**src/rtl/apb_mig_bridge.sv**
```systemverilog
// APB slave to MIG native application interface bridge.
// Each single APB read or write becomes one MIG command (plus one write-data beat for
// writes). The APB word is steered onto its byte lane within the wider MIG word.
// Illegal addresses, a MIG that stops responding, and read data that arrives after a
// timeout are all handled without hanging the APB bus.
module apb_mig_bridge #(
    parameter int APB_ADDR_WIDTH = 32,
    parameter int APB_DATA_WIDTH = 32,
    parameter int MIG_ADDR_WIDTH = 27,
    parameter int MIG_DATA_WIDTH = 128,
    parameter int APP_ADDR_SHIFT = 3,
    parameter int TIMEOUT_CYCLES = 1024
) (
    input  logic                        pclk,
    input  logic                        presetn,
    input  logic                        psel,
    input  logic                        penable,
    input  logic                        pwrite,
    input  logic [APB_ADDR_WIDTH-1:0]   paddr,
    input  logic [APB_DATA_WIDTH-1:0]   pwdata,
    input  logic [APB_DATA_WIDTH/8-1:0] pstrb,
    output logic [APB_DATA_WIDTH-1:0]   prdata,
    output logic                        pready,
    output logic                        pslverr,
    output logic [MIG_ADDR_WIDTH-1:0]   app_addr,
    output logic [2:0]                  app_cmd,
    output logic                        app_en,
    input  logic                        app_rdy,
    output logic [MIG_DATA_WIDTH-1:0]   app_wdf_data,
    output logic [MIG_DATA_WIDTH/8-1:0] app_wdf_mask,
    output logic                        app_wdf_wren,
    output logic                        app_wdf_end,
    input  logic                        app_wdf_rdy,
    input  logic [MIG_DATA_WIDTH-1:0]   app_rd_data,
    input  logic                        app_rd_data_valid
);
    localparam int AB        = APB_DATA_WIDTH / 8;
    localparam int MB        = MIG_DATA_WIDTH / 8;
    localparam int LANES     = MB / AB;
    localparam int OFS       = $clog2(MB);
    localparam int AOFS      = $clog2(AB);
    localparam int LW        = (LANES > 1) ? $clog2(LANES) : 1;
    localparam int CW        = $clog2(TIMEOUT_CYCLES + 2);
    localparam int WORD_BITS = MIG_ADDR_WIDTH - APP_ADDR_SHIFT;

    typedef enum logic [2:0] {IDLE, WR, RD_CMD, RD_DATA, RESP} state_t;

    state_t                    state, state_next;
    logic [APB_ADDR_WIDTH-1:0] word;
    logic [LW-1:0]             lane, lane_q;
    logic                      reject, request, busy, timeout;
    logic                      cmd_fin, wdf_fin, rd_hit;
    logic [CW-1:0]             tcount;
    logic                      orphan, err;
    logic [MIG_ADDR_WIDTH-1:0] addr_next;
    logic [MB-1:0]             mask_next;

    // Address decode, legality checks and per-cycle handshake status
    always_comb begin
        word      = paddr >> OFS;
        lane      = LW'((paddr >> AOFS) & APB_ADDR_WIDTH'(LANES - 1));
        reject    = ((paddr & APB_ADDR_WIDTH'(AB - 1)) != '0) || ((word >> WORD_BITS) != '0);
        addr_next = MIG_ADDR_WIDTH'({{MIG_ADDR_WIDTH{1'b0}}, word} << APP_ADDR_SHIFT);
        mask_next = '1;
        for (int l = 0; l < LANES; l++) begin
            if (lane == LW'(l)) mask_next[l*AB +: AB] = ~pstrb;
        end
        request = psel && penable;
        busy    = (state == WR) || (state == RD_CMD) || (state == RD_DATA);
        timeout = busy && (tcount >= CW'(TIMEOUT_CYCLES - 1));
        // A channel counts as finished once its valid has dropped or is being accepted now
        cmd_fin = !app_en || app_rdy;
        wdf_fin = !app_wdf_wren || app_wdf_rdy;
        rd_hit  = app_rd_data_valid && !orphan;
    end

    // Next-state selection; a completed handshake wins over a simultaneous timeout
    always_comb begin
        state_next = state;
        case (state)
            IDLE:    if (request) state_next = reject ? RESP : (pwrite ? WR : RD_CMD);
            WR:      if ((cmd_fin && wdf_fin) || timeout) state_next = RESP;
            RD_CMD:  if (app_rdy) state_next = RD_DATA;
                     else if (timeout) state_next = RESP;
            RD_DATA: if (rd_hit || timeout) state_next = RESP;
            RESP:    state_next = IDLE;
            default: state_next = IDLE;
        endcase
    end

    // State register
    always_ff @(posedge pclk or negedge presetn) begin
        if (!presetn) state <= IDLE;
        else          state <= state_next;
    end

    // MIG request/data registers, timeout counter, orphan tracking and APB read data
    always_ff @(posedge pclk or negedge presetn) begin
        if (!presetn) begin
            app_addr     <= '0;
            app_cmd      <= 3'b001;
            app_en       <= 1'b0;
            app_wdf_data <= '0;
            app_wdf_mask <= '1;
            app_wdf_wren <= 1'b0;
            prdata       <= '0;
            lane_q       <= '0;
            tcount       <= '0;
            orphan       <= 1'b0;
            err          <= 1'b0;
        end else begin
            // Data from a read that already timed out is dropped wherever it shows up
            if (app_rd_data_valid && orphan) orphan <= 1'b0;
            case (state)
                IDLE: if (request) begin
                    err <= reject;
                    if (!reject) begin
                        tcount   <= '0;
                        app_addr <= addr_next;
                        lane_q   <= lane;
                        app_en   <= 1'b1;
                        if (pwrite) begin
                            app_cmd      <= 3'b000;
                            app_wdf_data <= {LANES{pwdata}};
                            app_wdf_mask <= mask_next;
                            app_wdf_wren <= 1'b1;
                        end else begin
                            app_cmd <= 3'b001;
                        end
                    end
                end
                WR: begin
                    tcount <= tcount + CW'(1);
                    if (app_rdy)     app_en       <= 1'b0;
                    if (app_wdf_rdy) app_wdf_wren <= 1'b0;
                    if (timeout && !(cmd_fin && wdf_fin)) begin
                        app_en       <= 1'b0;
                        app_wdf_wren <= 1'b0;
                        err          <= 1'b1;
                    end
                end
                RD_CMD: begin
                    tcount <= tcount + CW'(1);
                    if (app_rdy) begin
                        app_en <= 1'b0;
                    end else if (timeout) begin
                        app_en <= 1'b0;
                        err    <= 1'b1;
                    end
                end
                RD_DATA: begin
                    tcount <= tcount + CW'(1);
                    if (rd_hit) begin
                        prdata <= app_rd_data[lane_q*APB_DATA_WIDTH +: APB_DATA_WIDTH];
                    end else if (timeout) begin
                        // The command is already in the MIG, so its data is still owed
                        err    <= 1'b1;
                        orphan <= 1'b1;
                    end
                end
                default: ;
            endcase
        end
    end

    assign pready      = (state == RESP);
    assign pslverr     = (state == RESP) && err;
    assign app_wdf_end = app_wdf_wren;

endmodule

```
**config.mk**
```make
export PLATFORM = sky130hd
export DESIGN_NAME = apb_mig_bridge
export DESIGN_NICKNAME = d
export VERILOG_FILES = /design/src/rtl/apb_mig_bridge.sv
export SDC_FILE = /design/constraint.sdc
export NUM_CORES = 1
export LEC_CHECK = 0
export ABC_AREA = 1
export CAP_MARGIN = 40
export CORE_AREA = 5 5 157 159
export DETAILED_ROUTE_END_ITERATION = 16
export DIE_AREA = 0 0 162 164
export PLACE_DENSITY = 0.81
export REMOVE_ABC_BUFFERS = 1
export SLEW_MARGIN = 20
export SYNTH_ARGS = -nofsm -noshare
export SYNTH_HDL_FRONTEND = slang
export SYNTH_SLANG_ARGS = --single-unit
```
**constraint.sdc**
```tcl
create_clock -name pclk -period 1.5 [get_ports pclk]
set_input_delay 0.15 -clock pclk [delete_from_list [all_inputs] [get_ports pclk]]
set_output_delay 0.15 -clock pclk [all_outputs]
set_load 0.03 [all_outputs]
```
==> impl_metrics.tcl, run 1 <==
set metrics [dict create \
    syn_area_per_cell_sq_um 8.67 \
    worstSetupPathType "register to register" \
    antenna_found_initial 2 \
    gp_congestion 0.859 \
    yosys.area.top_type "dfrtp_1" \
    clock_latency_ps 410 \
    synth_edf_count 0 \
    fin_ws_ps -124 \
    peakVddDrop_mv 0.615 \
    grt_use_total 0.188 \
    syn_inst 817 \
    finalCriticalPeriod_ps 1620 \
    reg2reg_from "state[1]$_DFFE_PN0P_" \
    fp.dieArea_sq_um 26600 \
    wl_per_cell_microns 18.3 \
    cts.sinks 125 \
    synth.cell_area_sq_um 7080 \
    yosys_register_bits 125 \
    cp-start-kind "register" \
    clock_path_buffers 2 \
    cellLeakagePower_nw 6.42 \
    fin_nets 1384 \
    fp.dieW_microns 162 \
    critPathMaxFanout 9 \
    skew_ps 14.6 \
    dpl.hpwl_microns 19800 \
    drive_gt1_frac 0.209 \
    drc_errors 0 \
    p_per_area_nw_per_um2 982 \
    hold_viol_final 0 \
    status "finished with violations" \
    maxCapViolCount 0 \
    worst_ep_required_time_ps 1800 \
    ios 415 \
    reg2reg_to "app_wdf_data[105]$_DFFE_PN0P_" \
    hold_path_class "input pin to async pin" \
    htreeDepth 4 \
    fmax_mhz 616 \
    ys.flop_type "dfrtp_1" \
    io_buffers 409 \
    critPathCaptureType "register" \
    top_layer "met4" \
    grt_pass1_vias 6833 \
    wl_met1_microns 9370 \
    synth_top_cell_area_share 0.382 \
    num_vias 6925 \
    finalCritPeriodShare 1.08 \
    fp.coreArea_sq_um 23100 \
    viasPerCell 4.67 \
    initial_core_util 0.306 \
    route.met2.wl_microns 14200 \
    final_antenna_net_count 0 \
    mostFrequentLayoutCells "202 x clkdlybuf4s50_1, 183 x nor2_1, 152 x dlygate4sd2_1" \
    rr_worst_depth 6 \
    layout_commonest_cell "clkdlybuf4s50_1" \
    seq_area_frac_synth 0.445 \
    rsz0062_at_grt "true" \
    path_clk_slew_ps 70 \
    wl_met3_microns 2480 \
    clockRootBuffer "clkbuf_16" \
    startpoint "state[1]$_DFFE_PN0P_" \
    synthToLayoutAreaGrowth_pct 70.9 \
    finalPower_mw 11.9 \
    grt_overflow_total 0 \
    setup_viol 108 \
    firstDrtPassIters 7 \
    grt_max_degree 61 \
    grt_pass1_wl_microns 38400 \
    pre_cts_ws_ps -372 \
    failed_checks "setup timing" \
    wl_microns 27100 \
    ys.warnings.count 0 \
    r2r_setup_slack_ps -120 \
    tns_ps -6880 \
    arrival_ps 1920 \
    drt_iter0_drc 261 \
    yosysUniqueCellTypes 42 \
    numCtsBuffers 17 \
    slew_viol_final 0 \
    dieHeight_microns 164 \
    async_reset_ff_frac 1.00 \
    synthTopCellsByArea "dfrtp_1 38%, buf_4 11%, nor2_1 10%" \
    rows 56 \
    cts_tree "built" \
]
## logic make-up after synthesis
kind of cell	after synthesis	share of synthesized area
simple gates	283	0.168
buf+inv	204	0.171
compound gates	145	0.112
flops	125	0.445
mux	56	0.0997
xor+xnor	2	0.00247
fa+ha+maj	1	0.00177
other cells	1	0.000530
## critical path, stage by stage, from the launching register on
cell and delay, ps:
dfrtp_1 430, nor2_4 170, nand2_4 100, nor2_4 130, nand2_4 150, clkbuf_16 220
mux2_4 300
## worst max-delay path by stage
stage	endpoint	slack [ps]	cells past startpoint
detailed placement	tcount[10]$_DFFE_PN0P_	-370	10
global route	err$_DFFE_PN0P_	-180	10
CTS	app_wdf_data[119]$_DFFE_PN0P_	-90	6
global placement	tcount[10]$_DFFE_PN0P_	-270	10
floorplan	err$_DFFE_PN0P_	-1650	7
finish	app_wdf_data[105]$_DFFE_PN0P_	-120	6
## power breakdown
part | internal, mW | switching [mW] | total, mW
registers | 3.67 | 0.247 | 3.91
logic | 1.65 | 2.05 | 3.69
clock network | 2.58 | 1.71 | 4.29
## metal layers
layer | global-route usage | up-vias
met3 | 0.0685 | 48
met1 | 0.195 | 3250
met2 | 0.343 | 349
met4 | 0.0834 | 0
li1 | - | 3278
met5 | 0 | -
## cell type report
type | count | area [sq um]
Multi-Input combinational cell | 492 | 2960
Inverter | 66 | 253
Clock buffer | 19 | 453
Sequential cell | 125 | 3150
Fill cell | 2127 | 11000
Timing Repair Buffer | 477 | 4760
Antenna cell | 2 | 5.00
Clock inverter | 13 | 151
Tap cell | 290 | 363
## what timing repair did
| action | CTS | global route |
|---|---|---|
| gates cloned | 6 | 6 |
| pin swaps | 10 | 18 |
| setup endpoints to repair | 306 | 151 |
| resized for setup | 278 | 70 |
| buffers inserted | 7 | 5 |
| hold buffers | 1 | 0 |
| hold endpoints to repair | 108 | 0 |
## through the flow
stage | std cells | hold slack [ps] | utilization | cell area (sq um)
finish | 1484 | 164 | 0.523 | 12100
global placement | 1427 | 46.2 | 0.481 | 11100
floorplan | 683 | -146 | - | 6130
CTS | 1473 | 146 | 0.513 | 11900
global route | 1484 | 178 | 0.523 | 12100
detailed placement | 1427 | 48.7 | 0.481 | 11100
## Yosys cell counts (2+ instances only)
master      n
a21oi_1     9
o21ai_0    96
buf_6       6
nand2_2     2
clkbuf_1   15
nand4_1     2
inv_2       3
nor2_1    192
dfstp_2    17
a31oi_1    32
buf_2       4
mux2i_1    24
nand2_1    55
mux2_4     28
inv_1      62
nand2_4     4
nor3_1      2
buf_1       8
nand3_1    12
mux2_2      4
nor2_4      5
buf_4     105
dfrtp_1   108
nor2_2      4
## registers in the layout, summed over array words and instances, names as in the netlist
| signal | flops |
|---|---|
| app_addr | 24 |
| app_cmd | 1 |
| app_en | 1 |
| app_wdf_data | 32 |
| app_wdf_end | 1 |
| app_wdf_mask | 16 |
| err | 1 |
| lane_q | 2 |
| orphan | 1 |
| prdata | 32 |
| state | 3 |
| tcount | 11 |
Power figures use the tool's default switching activity.
==> run 2, diff against run 1 <==
==> constraint.sdc (replaced) <==
create_clock -name pclk -period 1.3 [get_ports pclk]
set_input_delay 0.13 -clock pclk [delete_from_list [all_inputs] [get_ports pclk]]
set_output_delay 0.13 -clock pclk [all_outputs]
set_load 0.03 [all_outputs]
==> impl_metrics.tcl, run 2 (synthesized netlist as in run 1, its figures left out) <==
set metrics [dict create \
    status "finished with violations" \
    failed_checks "setup timing" \
    rows 56 \
    clockRootBuffer "clkbuf_16" \
    num_vias 7060 \
    multi_input_area_sq_um 3130 \
    reg2reg_from "state[2]$_DFFE_PN0P_" \
    use_met2 0.365 \
    finalPower_mw 14.2 \
    grt_use_met3 0.0602 \
    p_per_area_nw_per_um2 1150 \
    fp.dieArea_sq_um 26600 \
    layout_commonest_cell "clkdlybuf4s50_1" \
    numCtsBuffers 17 \
    wl_per_cell_microns 18.6 \
    clock_path_buffers 2 \
    r2r_setup_slack_ps -310 \
    arrival_ps 1940 \
    cp-start-kind "register" \
    hold_path_class "input pin to async pin" \
    grt_use_total 0.189 \
    critPathCaptureType "register" \
    fill_cells 2057 \
    slew_viol_final 0 \
    fin_ws_ps -311 \
    power_frac_comb 0.329 \
    rsz0062_at_grt "true" \
    cellLeakagePower_nw 6.27 \
    worstSetupPathType "register to register" \
    clkPwrFrac 0.354 \
    internal-power_mw 9.39 \
    p_switching_mw 4.84 \
    drt_iter0_drc 220 \
    dieHeight_microns 164 \
    ios 415 \
    busiest_layer "met2" \
    final_antenna_net_count 0 \
    dpl.hpwl_microns 20600 \
    clock_latency_ps 420 \
    tns_ps -27240 \
    initial_core_util 0.306 \
    htreeDepth 4 \
    finalCriticalPeriod_ps 1610 \
    grt_util_met1 0.187 \
    firstDrtPassIters 4 \
    path_clk_slew_ps 70 \
    grt_max_degree 65 \
    critPathMaxFanout 8 \
    worst_ep_required_time_ps 1630 \
    fin_nets 1420 \
    grt_overflow_total 0 \
    peakVddDrop_mv 0.636 \
    antenna_found_initial 2 \
    viasPerCell 4.64 \
    setup_viol 127 \
    cts.sinks 125 \
    maxCapViolCount 0 \
    drive_gt1_frac 0.402 \
    grt_pass1_vias 7213 \
    finalCritPeriodShare 1.24 \
    wl_microns 28200 \
    fmax_mhz 621 \
    skew_ps 9.36 \
    mostFrequentLayoutCells "202 x clkdlybuf4s50_1, 166 x nor2_1, 107 x buf_2" \
    gp_congestion 0.877 \
    synthToLayoutAreaGrowth_pct 75.2 \
    swShare 0.340 \
    regArea_sq_um 3160 \
    drc_errors 0 \
    io_buffers 409 \
    fp.coreArea_sq_um 23100 \
    reg.largest.list "app_wdf_data (32), prdata (32), app_addr (24)" \
    fp.dieW_microns 162 \
    cts_tree "built" \
    startpoint "state[2]$_DFFE_PN0P_" \
    hold_viol_final 0 \
    grt_pass1_wl_microns 39100 \
    rr_worst_depth 9 \
    seqPwrFrac 0.317 \
]
==> run 2: cell count changes in the layout (fill, tap and decap cells not counted), sizes merged <==
cell / previous run / this run
buf: 75 / 259
clkbuf: 41 / 34
clkdlybuf4s15: 25 / 35
clkinv: 3 / 2
clkinvlp: 2 / 1
diode: 2 / 4
dlygate4sd2: 152 / 0
inv: 72 / 75
==> run 2: stage by stage <==
| stage | hold WS, ps | utilization | cells | instance area [sq um] | setup WS [ps] |
|---|---|---|---|---|---|
| after CTS | 146 | 0.517 | 1498 | 12000 | -254 |
| after global routing | 163 | 0.536 | 1520 | 12400 | -372 |
| final | 161 | 0.537 | 1522 | 12400 | -311 |
| after detailed placement | 54.8 | 0.492 | 1454 | 11400 | -475 |
| after global placement | 47.8 | 0.492 | 1454 | 11400 | -480 |
| after floorplan | -166 | - | 683 | 6130 | -1850 |
==> run 2: power by group through the flow <==
stage | logic (mW) | registers, mW | clock network, mW
2_1_floorplan | 1.11 | 5.36 | 0
3_3_place_gp | 4.26 | 4.56 | 0
3_5_place_dp | 4.34 | 4.58 | 0
4_1_cts | 4.45 | 4.52 | 5.17
5_1_grt | 4.99 | 4.55 | 5.31
6_report | 4.68 | 4.51 | 5.03
==> run 2: path summary, 6_finish.rpt <==
path                                               end
setup / recovery                prdata[27]$_DFFE_PN0P_
hold / removal                  prdata[20]$_DFFE_PN0P_
setup reg to reg                prdata[27]$_DFFE_PN0P_
hold reg to reg            app_wdf_mask[6]$_DFFE_PN1P_
max in group asynchronous         state[1]$_DFFE_PN0P_
min in group pclk             app_addr[21]$_DFFE_PN0P_
==> run 2: worst max-delay path, stage by stage (launching register included) <==
cell and delay (ps):
dfrtp_2 430, buf_12 140, nor2_4 120, nand2_2 90
nor2_4 130, buf_12 150, buf_12 120, clkbuf_16 180
nor2_4 40, a31oi_1 130
==> run 2: what timing repair did <==
action	4_1_cts	5_1_grt
endpoints found under the hold margin	108	0
endpoints found under the setup margin	299	162
hold buffers	1	0
gates resized for setup	695	147
cloned	3	7
setup buffers	8	14
pin swaps	11	19
==> run 2: cell type report <==
class	count	share of cell area
Tap cell	290	0.0292
Clock inverter	14	0.0140
Clock buffer	18	0.0354
Sequential cell	125	0.255
Antenna cell	4	0.000807
Inverter	66	0.0202
Multi-Input combinational cell	492	0.252
Timing Repair Buffer	513	0.393
==> run 2: layer usage <==
layer	up-vias	routed length (microns)	part of all wire
met5	-	0	0
met4	0	918	0.033
met3	56	2320	0.082
met2	332	15300	0.54
met1	3328	9750	0.35
li1	3344	-	-
==> run 3, diff against run 2 <==
--- a/config.mk
+++ b/config.mk
@@ -5,12 +5,11 @@
 export SDC_FILE = /design/constraint.sdc
 export NUM_CORES = 1
 export LEC_CHECK = 0
-export ABC_AREA = 1
 export CAP_MARGIN = 40
-export CORE_AREA = 5 5 157 159
+export CORE_AREA = 5 5 160 162
 export DETAILED_ROUTE_END_ITERATION = 16
-export DIE_AREA = 0 0 162 164
-export PLACE_DENSITY = 0.81
+export DIE_AREA = 0 0 165 167
+export PLACE_DENSITY = 0.77
 export REMOVE_ABC_BUFFERS = 1
 export SLEW_MARGIN = 20
 export SYNTH_ARGS = -nofsm -noshare
==> impl_metrics.tcl, run 3 <==
set metrics [dict create \
    clock_path_buffers 2 \
    gp_congestion 0.883 \
    yosysUniqueCellTypes 53 \
    arrival_ps 1930 \
    cts_tree "built" \
    fin_nets 1198 \
    final_antenna_net_count 0 \
    num_vias 6169 \
    finalCritPeriodShare 1.27 \
    peakVddDrop_mv 0.850 \
    yosys.area.top_type "dfrtp_1" \
    ys.warnings.count 0 \
    path_clk_slew_ps 60 \
    drc_errors 0 \
    place_area_sq_um 11000 \
    dieHeight_microns 167 \
    worstSetupPathType "register to register" \
    fp.dieW_microns 165 \
    hold_path_class "input pin to async pin" \
    critPathMaxFanout 4 \
    ys_top_cells_by_count "108 x dfrtp_1, 102 x buf_4, 96 x nand2_1" \
    seq_area_frac_synth 0.468 \
    setup_viol 127 \
    rows 57 \
    drive_gt1_frac 0.552 \
    failed_checks "setup timing" \
    worst_ep_required_time_ps 1580 \
    yosys_register_bits 125 \
    fin_ws_ps -354 \
    rr_worst_depth 6 \
    post-synth-top-count-cell "dfrtp_1" \
    final_area_sq_um 12300 \
    fin_util 0.515 \
    drt_iter0_drc 254 \
    io_buffers 409 \
    grt_pass1_vias 6456 \
    syn_inst 583 \
    initial_core_util 0.281 \
    syn_area_per_cell_sq_um 11.5 \
    grt_pass1_wl_microns 37700 \
    swShare 0.298 \
    numCtsBuffers 17 \
    grt_max_degree 51 \
    synthToLayoutAreaGrowth_pct 83.1 \
    maxCapViolCount 0 \
    fmax_mhz 605 \
    ios 415 \
    seqPwrFrac 0.336 \
    cp-start-kind "register" \
    synthTopCellsByArea "dfrtp_1 40%, buf_4 11%, mux4_2 11%" \
    wl_microns 26800 \
    status "finished with violations" \
    rsz0062_at_grt "true" \
    synth_top_cell_area_share 0.401 \
    slew_viol_final 0 \
    async_reset_ff_frac 1.00 \
    cts.sinks 125 \
    critPathCaptureType "register" \
    fill_cells 2105 \
    pre_cts_ws_ps -662 \
    p_per_area_nw_per_um2 1060 \
    antenna_cells 0 \
    reg2reg_to "err$_DFFE_PN0P_" \
    antenna_found_initial 7 \
    power_frac_comb 0.284 \
    hold_viol_final 0 \
    firstDrtPassIters 4 \
    cellLeakagePower_nw 5.84 \
    r2r_setup_slack_ps -350 \
    internal-power_mw 9.14 \
    reg.largest.list "app_wdf_data (32), prdata (32), app_addr (24)" \
    wl_per_cell_microns 20.2 \
    layout_commonest_cell "clkdlybuf4s50_1" \
    dpl.hpwl_microns 19500 \
    skew_ps 6.11 \
    clkPwrFrac 0.380 \
    mostFrequentLayoutCells "202 x clkdlybuf4s50_1, 104 x dfrtp_1, 100 x buf_4" \
    synth.cell_area_sq_um 6730 \
    finalCriticalPeriod_ps 1650 \
    viasPerCell 4.64 \
    grt_use_total 0.177 \
    fp.coreArea_sq_um 24000 \
    htreeDepth 4 \
    clock_latency_ps 410 \
    synth_edf_count 0 \
    tns_ps -34870 \
    fp.dieArea_sq_um 27600 \
    hold_ws_ps 165 \
    reg2reg_from "tcount[1]$_DFFE_PN0P_" \
    ys.flop_type "dfrtp_1" \
    grt_overflow_total 0 \
    clockRootBuffer "clkbuf_16" \
    p_switching_mw 3.88 \
]
[run 3: metal layers]
metal  up-vias  track usage  wire (microns)
met4        14       0.0412             423
met1      3047        0.206           10100
li1       2790            -               -
met2       274        0.300           13600
met3        44       0.0759            2620
met5         -            0              83
[run 3: stage by stage]
stage	power [mW]	instances
floorplan	5.72	450
global placement	7.57	1263
detailed placement	7.64	1263
CTS	12.9	1315
global route	13.6	1330
finish	13.0	1330
[run 3: final cells by class]
class                   instances  area (sq um)  area share
clock buffers                  18           429      0.0348
repair buffers                524          4880       0.396
clock inverters                14           184      0.0149
inverters                       3          11.3    0.000913
multi-input cells             322          3260       0.264
well taps                     324           405      0.0329
flip-flops and latches        125          3150       0.256
[run 3: kinds of logic (layout without fill, tap and decap cells)]
family | after synthesis | count (layout) | synth area share
AO/OA/AOI/OAI | 69 | 69 | 0.0712
adder cells (fa/ha/maj) | 1 | 1 | 0.00186
buffers and inverters | 140 | 559 | 0.138
flip-flops | 125 | 125 | 0.468
multiplexers | 98 | 98 | 0.217
other | 1 | 5 | 0.000557
AND/OR/NAND/NOR | 149 | 149 | 0.104
[run 3: critical path, cell delays in order (launching register included)]
cell and delay, ps:
dfrtp_1 400, ha_2 200, a21oi_2 170, o31ai_4 100, a2111oi_1 370, buf_4 210, o31ai_1 70
[run 3: power groups by stage]
| stage | clock network [mW] | logic [mW] | registers (mW) |
|---|---|---|---|
| 5_1_grt | 5.27 | 3.90 | 4.41 |
| 6_report | 4.95 | 3.70 | 4.38 |
| 3_5_place_dp | 0 | 3.20 | 4.43 |
| 2_1_floorplan | 0 | 0.681 | 5.03 |
| 3_3_place_gp | 0 | 3.15 | 4.43 |
| 4_1_cts | 5.09 | 3.43 | 4.36 |
[run 3: timing repair]
item	4_1_cts	5_1_grt
pin swaps	34	62
buffers inserted	13	9
endpoints found under the setup margin	271	196
endpoints found under the hold margin	108	0
hold buffers	1	0
cloned	6	6
gates resized for setup	613	195
[run 3: worst max-delay path by stage]
stage,startpoint,to,slack [ps],depth (start not counted)
6_report,tcount[1]$_DFFE_PN0P_,err$_DFFE_PN0P_,-350,6
5_1_grt,tcount[4]$_DFFE_PN0P_,app_en$_DFFE_PN0P_,-430,5
4_1_cts,tcount[1]$_DFFE_PN0P_,app_en$_DFFE_PN0P_,-310,6
3_5_place_dp,penable,tcount[10]$_DFFE_PN0P_,-660,6
3_3_place_gp,penable,tcount[8]$_DFFE_PN0P_,-640,6
2_1_floorplan,penable,app_wdf_data[100]$_DFFE_PN0P_,-1180,3
